## src/rtl/proc_mem_arb_pkg.sv

```systemverilog
// Shared constants and types for the imem/dmem-to-memory arbiter.
package proc_mem_arb_pkg;

    // Widths the request struct is built with; the arbiter's ADDR_W/DATA_W
    // parameters default to these and must not exceed them.
    localparam int ARB_ADDR_W = 32;
    localparam int ARB_DATA_W = 32;

    // Memory request type encoding.
    localparam logic MEM_REQ_READ  = 1'b0;
    localparam logic MEM_REQ_WRITE = 1'b1;

    // Requester IDs stored in the ID FIFO.
    localparam logic ARB_ID_IMEM = 1'b0;
    localparam logic ARB_ID_DMEM = 1'b1;

    typedef struct packed {
        logic                  req_type;
        logic [ARB_ADDR_W-1:0] addr;
        logic [ARB_DATA_W-1:0] wdata;
    } mem_req_t;

endpackage

```

## src/rtl/proc_mem_arb_if.sv

```systemverilog
// Bundle of the imem, dmem and unified-memory ports around the arbiter.
// Handshake rule for every req channel: a transfer happens in the cycle where
// val and rdy are both high; val may not wait on rdy. Responses have no rdy:
// resp_val is a single-cycle pulse the receiver must take.
interface proc_mem_arb_if #(
    parameter int ADDR_W = 32,
    parameter int DATA_W = 32
);
    logic              imem_req_val;
    logic              imem_req_rdy;
    logic [ADDR_W-1:0] imem_req_addr;
    logic              imem_resp_val;
    logic [DATA_W-1:0] imem_resp_data;

    logic              dmem_req_val;
    logic              dmem_req_rdy;
    logic              dmem_req_type;
    logic [ADDR_W-1:0] dmem_req_addr;
    logic [DATA_W-1:0] dmem_req_wdata;
    logic              dmem_resp_val;
    logic [DATA_W-1:0] dmem_resp_data;

    logic              mem_req_val;
    logic              mem_req_rdy;
    logic              mem_req_type;
    logic [ADDR_W-1:0] mem_req_addr;
    logic [DATA_W-1:0] mem_req_wdata;
    logic              mem_resp_val;
    logic [DATA_W-1:0] mem_resp_data;

    // Arbiter view.
    modport slave (
        input  imem_req_val, imem_req_addr,
        output imem_req_rdy, imem_resp_val, imem_resp_data,
        input  dmem_req_val, dmem_req_type, dmem_req_addr, dmem_req_wdata,
        output dmem_req_rdy, dmem_resp_val, dmem_resp_data,
        output mem_req_val, mem_req_type, mem_req_addr, mem_req_wdata,
        input  mem_req_rdy, mem_resp_val, mem_resp_data
    );

    // Processor and memory view.
    modport master (
        output imem_req_val, imem_req_addr,
        input  imem_req_rdy, imem_resp_val, imem_resp_data,
        output dmem_req_val, dmem_req_type, dmem_req_addr, dmem_req_wdata,
        input  dmem_req_rdy, dmem_resp_val, dmem_resp_data,
        input  mem_req_val, mem_req_type, mem_req_addr, mem_req_wdata,
        output mem_req_rdy, mem_resp_val, mem_resp_data
    );
endinterface

```

## src/rtl/proc_mem_arb_id_fifo.sv

```systemverilog
// 1-bit-wide synchronous FIFO holding the owner ID of each in-flight memory
// request. Push and pop may happen in the same cycle, including when full.
module proc_mem_arb_id_fifo #(
    parameter int DEPTH = 4
) (
    input  logic clk,
    input  logic rst,
    input  logic i_push,
    input  logic i_pop,
    input  logic i_din,
    output logic o_full,
    output logic o_empty,
    output logic o_head
);
    localparam int PTR_W = $clog2(DEPTH);

    logic             r_mem [DEPTH];
    logic [PTR_W-1:0] r_wr_ptr;
    logic [PTR_W-1:0] r_rd_ptr;
    logic [PTR_W:0]   r_count;
    logic             w_do_push;
    logic             w_do_pop;

    assign o_full    = (r_count == (PTR_W+1)'(DEPTH));
    assign o_empty   = (r_count == '0);
    assign o_head    = r_mem[r_rd_ptr];
    assign w_do_pop  = i_pop & ~o_empty;
    // A pop in the same cycle frees the slot the push lands in.
    assign w_do_push = i_push & (~o_full | w_do_pop);

    // Pointers wrap naturally because DEPTH is a power of two.
    always_ff @(posedge clk) begin
        if (rst) begin
            r_wr_ptr <= '0;
            r_rd_ptr <= '0;
            r_count  <= '0;
        end else begin
            if (w_do_push) r_wr_ptr <= r_wr_ptr + PTR_W'(1);
            if (w_do_pop)  r_rd_ptr <= r_rd_ptr + PTR_W'(1);
            case ({w_do_push, w_do_pop})
                2'b10:   r_count <= r_count + (PTR_W+1)'(1);
                2'b01:   r_count <= r_count - (PTR_W+1)'(1);
                default: r_count <= r_count;
            endcase
        end
    end

    // Storage needs no reset; only the pointers define what is valid.
    always_ff @(posedge clk) begin
        if (w_do_push) r_mem[r_wr_ptr] <= i_din;
    end
endmodule

```

## src/rtl/proc_mem_arb.sv

```systemverilog
// Arbiter sharing one single-ported memory between instruction fetch (imem,
// ID 0) and data (dmem, ID 1). Request path is combinational; response owners
// are tracked in an ID FIFO and responses return in order.
// Optional: define PROC_MEM_ARB_RR_EN for round-robin priority; otherwise
// dmem wins every tie.
module proc_mem_arb
    import proc_mem_arb_pkg::*;
#(
    parameter int MAX_INFLIGHT = 4,
    parameter int ADDR_W       = ARB_ADDR_W,
    parameter int DATA_W       = ARB_DATA_W
) (
    input  logic                 clk,
    input  logic                 rst,
    proc_mem_arb_if.slave        bus
);
    logic     w_full;
    logic     w_empty;
    logic     w_head;
    logic     w_can_issue;
    logic     w_prio_dmem;
    logic     w_grant_imem;
    logic     w_grant_dmem;
    logic     w_mem_req_val;
    logic     w_mem_hs;
    logic     w_pop;
    logic     w_push_id;
    mem_req_t w_imem_req;
    mem_req_t w_dmem_req;
    mem_req_t w_sel_req;

    // A response this cycle frees a FIFO slot for a new request this cycle.
    assign w_can_issue = ~w_full | (bus.mem_resp_val & ~w_empty);

`ifdef PROC_MEM_ARB_RR_EN
    logic r_prio_dmem;

    // Priority flips on every completed memory handshake, never on a stall.
    always_ff @(posedge clk) begin
        if (rst) begin
            r_prio_dmem <= 1'b1;
        end else if (w_mem_hs) begin
            r_prio_dmem <= ~r_prio_dmem;
        end
    end

    assign w_prio_dmem = r_prio_dmem;
`else
    assign w_prio_dmem = 1'b1;
`endif

    // Grant at most one valid requester, only when a FIFO slot is available.
    always_comb begin
        w_grant_imem = 1'b0;
        w_grant_dmem = 1'b0;
        if (!rst && w_can_issue) begin
            if (bus.dmem_req_val && (!bus.imem_req_val || w_prio_dmem)) begin
                w_grant_dmem = 1'b1;
            end else if (bus.imem_req_val) begin
                w_grant_imem = 1'b1;
            end
        end
    end

    // Build both candidate requests and steer the granted one to memory.
    always_comb begin
        w_imem_req.req_type = MEM_REQ_READ;
        w_imem_req.addr     = ARB_ADDR_W'(bus.imem_req_addr);
        w_imem_req.wdata    = '0;
        w_dmem_req.req_type = bus.dmem_req_type;
        w_dmem_req.addr     = ARB_ADDR_W'(bus.dmem_req_addr);
        w_dmem_req.wdata    = ARB_DATA_W'(bus.dmem_req_wdata);
        w_sel_req           = w_grant_dmem ? w_dmem_req : w_imem_req;
    end

    // A grant implies the granted requester is valid.
    assign w_mem_req_val     = w_grant_imem | w_grant_dmem;
    assign w_mem_hs          = w_mem_req_val & bus.mem_req_rdy;
    assign w_push_id         = w_grant_dmem ? ARB_ID_DMEM : ARB_ID_IMEM;

    assign bus.mem_req_val   = w_mem_req_val;
    assign bus.mem_req_type  = w_sel_req.req_type;
    assign bus.mem_req_addr  = ADDR_W'(w_sel_req.addr);
    assign bus.mem_req_wdata = DATA_W'(w_sel_req.wdata);

    assign bus.imem_req_rdy  = w_grant_imem & bus.mem_req_rdy;
    assign bus.dmem_req_rdy  = w_grant_dmem & bus.mem_req_rdy;

    // Responses with nothing outstanding (e.g. stale after reset) are dropped.
    assign w_pop              = bus.mem_resp_val & ~w_empty & ~rst;
    assign bus.imem_resp_val  = w_pop & (w_head == ARB_ID_IMEM);
    assign bus.dmem_resp_val  = w_pop & (w_head == ARB_ID_DMEM);
    assign bus.imem_resp_data = bus.mem_resp_data;
    assign bus.dmem_resp_data = bus.mem_resp_data;

    proc_mem_arb_id_fifo #(
        .DEPTH (MAX_INFLIGHT)
    ) u_id_fifo (
        .clk     (clk),
        .rst     (rst),
        .i_push  (w_mem_hs),
        .i_pop   (w_pop),
        .i_din   (w_push_id),
        .o_full  (w_full),
        .o_empty (w_empty),
        .o_head  (w_head)
    );
endmodule

```

## src/flat_wrapper.sv

```systemverilog
// flat-port wrapper written by rule: the top's interface ports become plain ports
module proc_mem_arb_flat import proc_mem_arb_pkg::*;
#(
    parameter int MAX_INFLIGHT = 4,
    parameter int ADDR_W       = ARB_ADDR_W,
    parameter int DATA_W       = ARB_DATA_W
)
  (clk, rst, bus_imem_req_val, bus_imem_req_addr, bus_imem_req_rdy, bus_imem_resp_val, bus_imem_resp_data, bus_dmem_req_val, bus_dmem_req_type, bus_dmem_req_addr, bus_dmem_req_wdata, bus_dmem_req_rdy, bus_dmem_resp_val, bus_dmem_resp_data, bus_mem_req_val, bus_mem_req_type, bus_mem_req_addr, bus_mem_req_wdata, bus_mem_req_rdy, bus_mem_resp_val, bus_mem_resp_data);
  proc_mem_arb_if #(.ADDR_W(ADDR_W), .DATA_W(DATA_W)) bus_i ();
  input  logic clk;
  input  logic rst;
  input wire logic [$bits(bus_i.imem_req_val)-1:0] bus_imem_req_val;
  input wire logic [$bits(bus_i.imem_req_addr)-1:0] bus_imem_req_addr;
  output wire logic [$bits(bus_i.imem_req_rdy)-1:0] bus_imem_req_rdy;
  output wire logic [$bits(bus_i.imem_resp_val)-1:0] bus_imem_resp_val;
  output wire logic [$bits(bus_i.imem_resp_data)-1:0] bus_imem_resp_data;
  input wire logic [$bits(bus_i.dmem_req_val)-1:0] bus_dmem_req_val;
  input wire logic [$bits(bus_i.dmem_req_type)-1:0] bus_dmem_req_type;
  input wire logic [$bits(bus_i.dmem_req_addr)-1:0] bus_dmem_req_addr;
  input wire logic [$bits(bus_i.dmem_req_wdata)-1:0] bus_dmem_req_wdata;
  output wire logic [$bits(bus_i.dmem_req_rdy)-1:0] bus_dmem_req_rdy;
  output wire logic [$bits(bus_i.dmem_resp_val)-1:0] bus_dmem_resp_val;
  output wire logic [$bits(bus_i.dmem_resp_data)-1:0] bus_dmem_resp_data;
  output wire logic [$bits(bus_i.mem_req_val)-1:0] bus_mem_req_val;
  output wire logic [$bits(bus_i.mem_req_type)-1:0] bus_mem_req_type;
  output wire logic [$bits(bus_i.mem_req_addr)-1:0] bus_mem_req_addr;
  output wire logic [$bits(bus_i.mem_req_wdata)-1:0] bus_mem_req_wdata;
  input wire logic [$bits(bus_i.mem_req_rdy)-1:0] bus_mem_req_rdy;
  input wire logic [$bits(bus_i.mem_resp_val)-1:0] bus_mem_resp_val;
  input wire logic [$bits(bus_i.mem_resp_data)-1:0] bus_mem_resp_data;
  assign bus_i.imem_req_val = bus_imem_req_val;
  assign bus_i.imem_req_addr = bus_imem_req_addr;
  assign bus_imem_req_rdy = bus_i.imem_req_rdy;
  assign bus_imem_resp_val = bus_i.imem_resp_val;
  assign bus_imem_resp_data = bus_i.imem_resp_data;
  assign bus_i.dmem_req_val = bus_dmem_req_val;
  assign bus_i.dmem_req_type = bus_dmem_req_type;
  assign bus_i.dmem_req_addr = bus_dmem_req_addr;
  assign bus_i.dmem_req_wdata = bus_dmem_req_wdata;
  assign bus_dmem_req_rdy = bus_i.dmem_req_rdy;
  assign bus_dmem_resp_val = bus_i.dmem_resp_val;
  assign bus_dmem_resp_data = bus_i.dmem_resp_data;
  assign bus_mem_req_val = bus_i.mem_req_val;
  assign bus_mem_req_type = bus_i.mem_req_type;
  assign bus_mem_req_addr = bus_i.mem_req_addr;
  assign bus_mem_req_wdata = bus_i.mem_req_wdata;
  assign bus_i.mem_req_rdy = bus_mem_req_rdy;
  assign bus_i.mem_resp_val = bus_mem_resp_val;
  assign bus_i.mem_resp_data = bus_mem_resp_data;
  proc_mem_arb #(.MAX_INFLIGHT(MAX_INFLIGHT), .ADDR_W(ADDR_W), .DATA_W(DATA_W)) u_core (.clk(clk), .rst(rst), .bus(bus_i));
endmodule
```

## config.mk

```make
export PLATFORM = sky130hd
export DESIGN_NAME = proc_mem_arb_flat
export DESIGN_NICKNAME = d
export VERILOG_FILES = /design/src/rtl/proc_mem_arb_pkg.sv /design/src/rtl/proc_mem_arb_if.sv /design/src/rtl/proc_mem_arb_id_fifo.sv /design/src/rtl/proc_mem_arb.sv /design/src/flat_wrapper.sv
export SDC_FILE = /design/constraint.sdc
export NUM_CORES = 1
export LEC_CHECK = 0
export CAP_MARGIN = 20
export CELL_PAD_IN_SITES_DETAIL_PLACEMENT = 2
export CELL_PAD_IN_SITES_GLOBAL_PLACEMENT = 2
export CORE_MARGIN = 2
export CORE_UTILIZATION = 12
export CTS_CLUSTER_SIZE = 28
export DETAILED_ROUTE_END_ITERATION = 10
export PLACE_DENSITY = 0.86
export SLEW_MARGIN = 20
export SYNTH_ARGS = -nofsm -noshare
export SYNTH_HDL_FRONTEND = slang
export SYNTH_SLANG_ARGS = --single-unit
```

## constraint.sdc

```tcl
create_clock -name clk -period 4 [get_ports clk]
set_input_delay 0.8 -clock clk [delete_from_list [all_inputs] [get_ports clk]]
set_output_delay 0.8 -clock clk [all_outputs]
set_load 0.05 [all_outputs]
```

==> out/results.ini, run 1 <==
[timing]
hold_viol_final = 0
finClkSkew_ns = 0.00173
relSlewSlack = 0.386
worstMarginPinSlew_ns = 0.921
tns_ns = 0
maxSlewViolCount = 0
finalCritPeriodShare = 0.921
rsz0062_at_grt = no
period_needed_ns = 3.68
max_freq_ghz = 0.271
finalSetupViolCount = 0
whs_ns = 0.542

[global_route]
grt_pass1_wl_um = 10500
grt-ovfl-total = 0
antenna_found_initial = 0
grt_max_degree = 71
grt_usage = 0.0790
grt_pass1_vias = 1917

[run_status]
outcome = completed

[synth]
ys_ff_latch = 13
synth_top_area_frac = 0.249
synthArstFlopShare = 0
synth.distinct_cells = 29
ys.flop_type = dfxtp_1
synth_area_leaders = buf_4 (25%), mux2_4 (25%), and2_1 (13%)
yosysWarningCount = 0
syn_nets = 344
syn_avg_cell_area_um2 = 9.52
synth_common_cells = buf_4 (64), and2_1 (39), mux2_4 (32)
ys_seq_area_frac = 0.155
netlist.top_cell.by_area = buf_4
synth.most_common_cell = buf_4
synth_edf_count = 4
syn_inst = 203
netlist_area_um2 = 1930

[drt]
drc = 0
via_per_inst = 3.29
vias = 1716
wl_per_cell_um = 14.3
drt.antenna.violating_nets = 0
drt-initial-drc-count = 15
drt-pass1-iter-count = 2
totalWireLength_um = 7480

[clock_tree]
cts_made_buffers = 3
cts.clk_slew.worst_paths_ns = 0.04
clockBufferDepth = 2
htree_levels = 1
post_cts_buffers = 0
cts_root_buffer = clkbuf_16
cts-resized-gates = 0
cts_hold_buffers = 0
cts_tree = yes
clock_sinks = 13
clk_latency_ns = 0.23

[die]
die_w_um = 131
floorplan.initialDensity = 0.122
die_y_um = 131
num_rows = 46
die-area_um2 = 17100
core_region_area_um2 = 15800
io_pins = 269

[placed_design]
globalplace.congestion = 0.657
placed_cell_area_um2 = 4020
dp_hpwl_um = 6630
portBuffers = 172

[worst_setup_path]
cp-start-kind = input port
cp.arrival_ns = 2.88
rr_startpoint = u_core.u_id_fifo.r_count[1]$_SDFFE_PP0P_
crit-reg2reg-capture = u_core.u_id_fifo.r_count[2]$_SDFFE_PP0P_
r2r_setup_slack_ns = 1.39
r2r_cells = 9
path_cells = clkdlybuf4s50_1, or4b_4, and3_4, mux2_4, buf_12
worst-path-max-fanout = 70
cpMaxStageDelayCell = or4b_4
worstPathRequired_ns = 3.20
critical_path_class = in -> out
cp-end-kind = output pin
slowest_delay_ns = 0.53

[power_and_ir_drop]
report.power.total_mw = 0.887
leakage_nw = 1.63
power_density_nw_per_um2 = 217
ir_drop_mv = 0.284

[finish]
final_layout_size_suffix_gt1_frac = 0.343
final_cell_area_um2 = 4090
syn2layout_area_growth_pct = 112
num-fill-cells = 1732
n_antenna_cell = 0
finish.utilization = 0.259
nNetsFinal = 448

[run]
max-cap-violations = 0

[min_path]
hp-start = u_core.u_id_fifo.r_rd_ptr[1]$_SDFFE_PP0P_
hold-path-cell-count = 2
worstHoldEndpoint = u_core.u_id_fifo.r_rd_ptr[1]$_SDFFE_PP0P_
hp-class = reg -> reg

[critical path: cells and delay by family]
kind | cells | cell delay, ns
buffers and inverters | 2 | 0.61
and+or+nand+nor | 2 | 0.99
muxes | 1 | 0.43
[final cells by class]
class | instances | area, µm² | share of cell area
Inverter | 7 | 26.3 | 0.00642
Timing Repair Buffer | 173 | 2390 | 0.584
Multi-Input combinational cell | 109 | 1030 | 0.251
Tap cell | 216 | 270 | 0.0660
Sequential cell | 13 | 300 | 0.0733
Clock buffer | 4 | 78.8 | 0.0193
[power by group]
group / internal, mW / switching, mW
Combinational: 0.300 / 0.254
Clock: 0.134 / 0.0459
Sequential: 0.145 / 0.00836
[worst max-delay path by stage]
stage | from | endpoint | slack, ns | depth (start not counted)
5_1_grt | bus_mem_resp_val | bus_mem_req_addr[22] | 0.22 | 5
6_report | bus_mem_resp_val | bus_mem_req_addr[22] | 0.32 | 5
2_1_floorplan | rst | bus_imem_req_rdy | 0.66 | 2
4_1_cts | bus_mem_resp_val | bus_mem_req_addr[22] | 0.31 | 5
3_3_place_gp | bus_mem_resp_val | bus_mem_req_addr[21] | 0.37 | 5
3_5_place_dp | bus_mem_resp_val | bus_mem_req_addr[22] | 0.31 | 5
[per-layer routing]
layer	wire length, µm	vias to the layer above	global-route usage
met5	0	-	0
met1	2490	802	0.0775
met2	4290	106	0.168
met4	4	0	0.00501
li1	-	806	-
met3	692	2	0.0228
[cells by family (layout without fill, tap and decap cells)]
family / after synthesis / after routing / share of synthesized area
adders and majority gates: 6 / 6 / 0.0427
muxes: 33 / 33 / 0.260
and+or+nand+nor: 57 / 57 / 0.179
xor gates and xnor gates: 4 / 4 / 0.0181
DFF: 13 / 13 / 0.155
AOI/OAI and AO/OA: 9 / 9 / 0.0317
buffers and inverters: 81 / 184 / 0.313
[cells in the final DEF (no fill, tap or decap)]
| master | Yosys | layout |
|---|---|---|
| clkdlybuf4s50_1 | 0 | 106 |
| buf_12 | 0 | 66 |
| and2_1 | 39 | 39 |
| mux2_4 | 32 | 32 |
| dfxtp_1 | 9 | 9 |
| nor2_1 | 8 | 8 |
| inv_1 | 7 | 7 |
| ha_1 | 5 | 5 |
| xor2_1 | 4 | 4 |
| edfxtp_1 | 4 | 4 |
| clkbuf_16 | 0 | 3 |
| o31ai_1 | 2 | 2 |
| nor3_1 | 2 | 2 |
| a21oi_1 | 2 | 2 |
| or4b_4 | 1 | 1 |
| and3_4 | 1 | 1 |
| o21a_1 | 1 | 1 |
| and3_1 | 1 | 1 |
| nor4b_1 | 1 | 1 |
| nand2_1 | 1 | 1 |
| nor4_1 | 1 | 1 |
| mux4_2 | 1 | 1 |
| o311ai_0 | 1 | 1 |
| o21ai_0 | 1 | 1 |
| or3_1 | 1 | 1 |
| a211oi_1 | 1 | 1 |
| a21o_1 | 1 | 1 |
| nand4_1 | 1 | 1 |
| fa_1 | 1 | 1 |
| clkbuf_1 | 2 | 1 |
| buf_4 | 64 | 1 |
[metrics by stage]
stage          instances  setup slack (ns)
2_1_floorplan        203             0.657
3_3_place_gp         518             0.371
3_5_place_dp         518             0.309
4_1_cts              522             0.309
5_1_grt              522             0.224
6_report             522             0.316
No activity file was read; power rests on OpenSTA's default activity.
==> inputs of run 2 (changes only) <==
HOLD_SLACK_MARGIN = 0.05   (was default)
==> results of run 2 <==
No change in the layout: final DEF, timing and power equal those of run 1.
==> RTL edit, RTL diff (settings of run 1) <==
Build with the macro `PROC_MEM_ARB_RR_EN` defined.
--- a/src/rtl/proc_mem_arb.sv
+++ b/src/rtl/proc_mem_arb.sv
@@ -4,4 +4,6 @@
 // Optional: define PROC_MEM_ARB_RR_EN for round-robin priority; otherwise
 // dmem wins every tie.
+`define PROC_MEM_ARB_RR_EN
+
 module proc_mem_arb
     import proc_mem_arb_pkg::*;
Formal check against the unedited RTL: not equivalent (Yosys sat finds a counterexample within 4 cycles, from zero or initial values and one cycle with rst high).
==> RTL edit against run 1 <==
Synthesized area is 2.3% higher; wire length is 19% higher; design area decreased by 16%; sequential cell count is 1 higher; via count grew 1.9%; core utilization decreased by 4.4 points; sequential power increased by 7%; power shrank 6.2%; non-clock buffer count is 1 higher; worst setup slack better by 0.076 ns; sequential share of layout area grew 2.0 points; largest cell class unchanged.
==> RTL edit: results (changes against run 1) <==
- Worst Hold Depth: 1 (was 2)
- Wire per inst: 16.8 um (was 14.3 um)
- Leak: 1.47 nW (was 1.63 nW)
- Status: finished clean (unchanged)
- Clock skew: 0.00215 ns (was 0.00173 ns)
- Share of layout cells above drive strength 1: 34.5% (was 34.3%)
- TritonRoute pass-1 iters: 4 (was 2)
- Worst Path Arrival: 2.81 ns (was 2.88 ns)
- Hold WS: 0.499 ns (was 0.542 ns)
- Iteration-0 DRC Markers: 28 (was 15)
- Hpwl dp: 7940 um (was 6630 um)
- Setup WS pre-CTS: 0.397 ns (was 0.309 ns)
- Post-synthesis compound-gate area fraction: 4.87% (was 3.17%)
- Maximum vdd ir drop: 0.0996 mV (was 0.284 mV)
- Area share of fa/ha/maj cells after synthesis: 4.18% (was 4.27%)
- Syn nets: 349 (was 344)
- Routability cong.: 0.828 (was 0.657)
- Vias in the first global route: 2030 (was 1917)
- Post-synthesis mux area share: 26.5% (was 26.0%)
- Area contributors post-synth: buf_4 (24%), mux2_4 (24%), and2_1 (12%) (was buf_4 (25%), mux2_4 (25%), and2_1 (13%))
- Synth Area in XOR/XNOR: 0.886% (was 1.81%)
- Area after DPL: 3360 um^2 (was 4020 um^2)
- Total GRT Usage: 9.55% (was 7.90%)
- Synth unique cells: 32 (was 29)
- Antenna Cells: 0 (unchanged)
- Post-synthesis sequential area ratio: 16.2% (was 15.5%)
- Total Nets Final: 455 (was 448)
- Vias: 1749 (was 1716)
- Global-route wire length before repair: 12800 um (was 10500 um)
[RTL edit: layer usage]
metal	part of all wire, %	wire length (um)	vias to the layer above	GRT usage, %
met5	0	0	-	0
met3	7.1	628	10	2.11
met1	33	2950	800	9.13
met2	59	5200	110	20.4
met4	1.0	93	0	1.85
li1	-	-	829	-
[RTL edit: metrics by stage]
step	instances	utilization (%)
after floorplan	208	-
after global placement	525	21.0
after detailed placement	525	21.0
after CTS	529	21.5
after global routing	529	21.5
final	529	21.5
[RTL edit: cell families after synthesis]
group | count (synthesis)
flops | 14
fa+ha+maj | 6
xor+xnor | 2
mux | 35
buf+inv | 83
compound gates | 13
simple gates | 55
[RTL edit: report_power, final]
part / internal (W) / switching, W
sequential: 0.000156 / 0.00000875
combinational: 0.000226 / 0.000254
clock: 0.000132 / 0.0000556
total: 0.000514 / 0.000318
[RTL edit: path summary, 6_finish.rpt]
kind	from	end
worst max-delay path	bus_mem_resp_val	bus_mem_req_addr[13]
worst min-delay path	u_core.r_prio_dmem	u_core.r_prio_dmem
worst max register to register	u_core.u_id_fifo.r_count[1]	u_core.u_id_fifo.r_count[2]
worst min register to register	u_core.r_prio_dmem	u_core.r_prio_dmem
[RTL edit: area by class of cell]
| type | instances | area, um^2 |
|---|---|---|
| clock buffers | 3 | 75.1 |
| clock inverters | 1 | 3.75 |
| flip-flops and latches | 14 | 320 |
| well taps | 216 | 270 |
| multi-input cells | 111 | 1050 |
| fillers | 1852 | 12600 |
| inverters | 10 | 37.5 |
| repair buffers | 174 | 1680 |
[RTL edit: critical path, cell delays in order]
cell	delay, ns
clkdlybuf4s50_1	0.48
or4b_4	0.55
o2111a_2	0.17
buf_12	0.22
mux2_4	0.35
buf_4	0.19
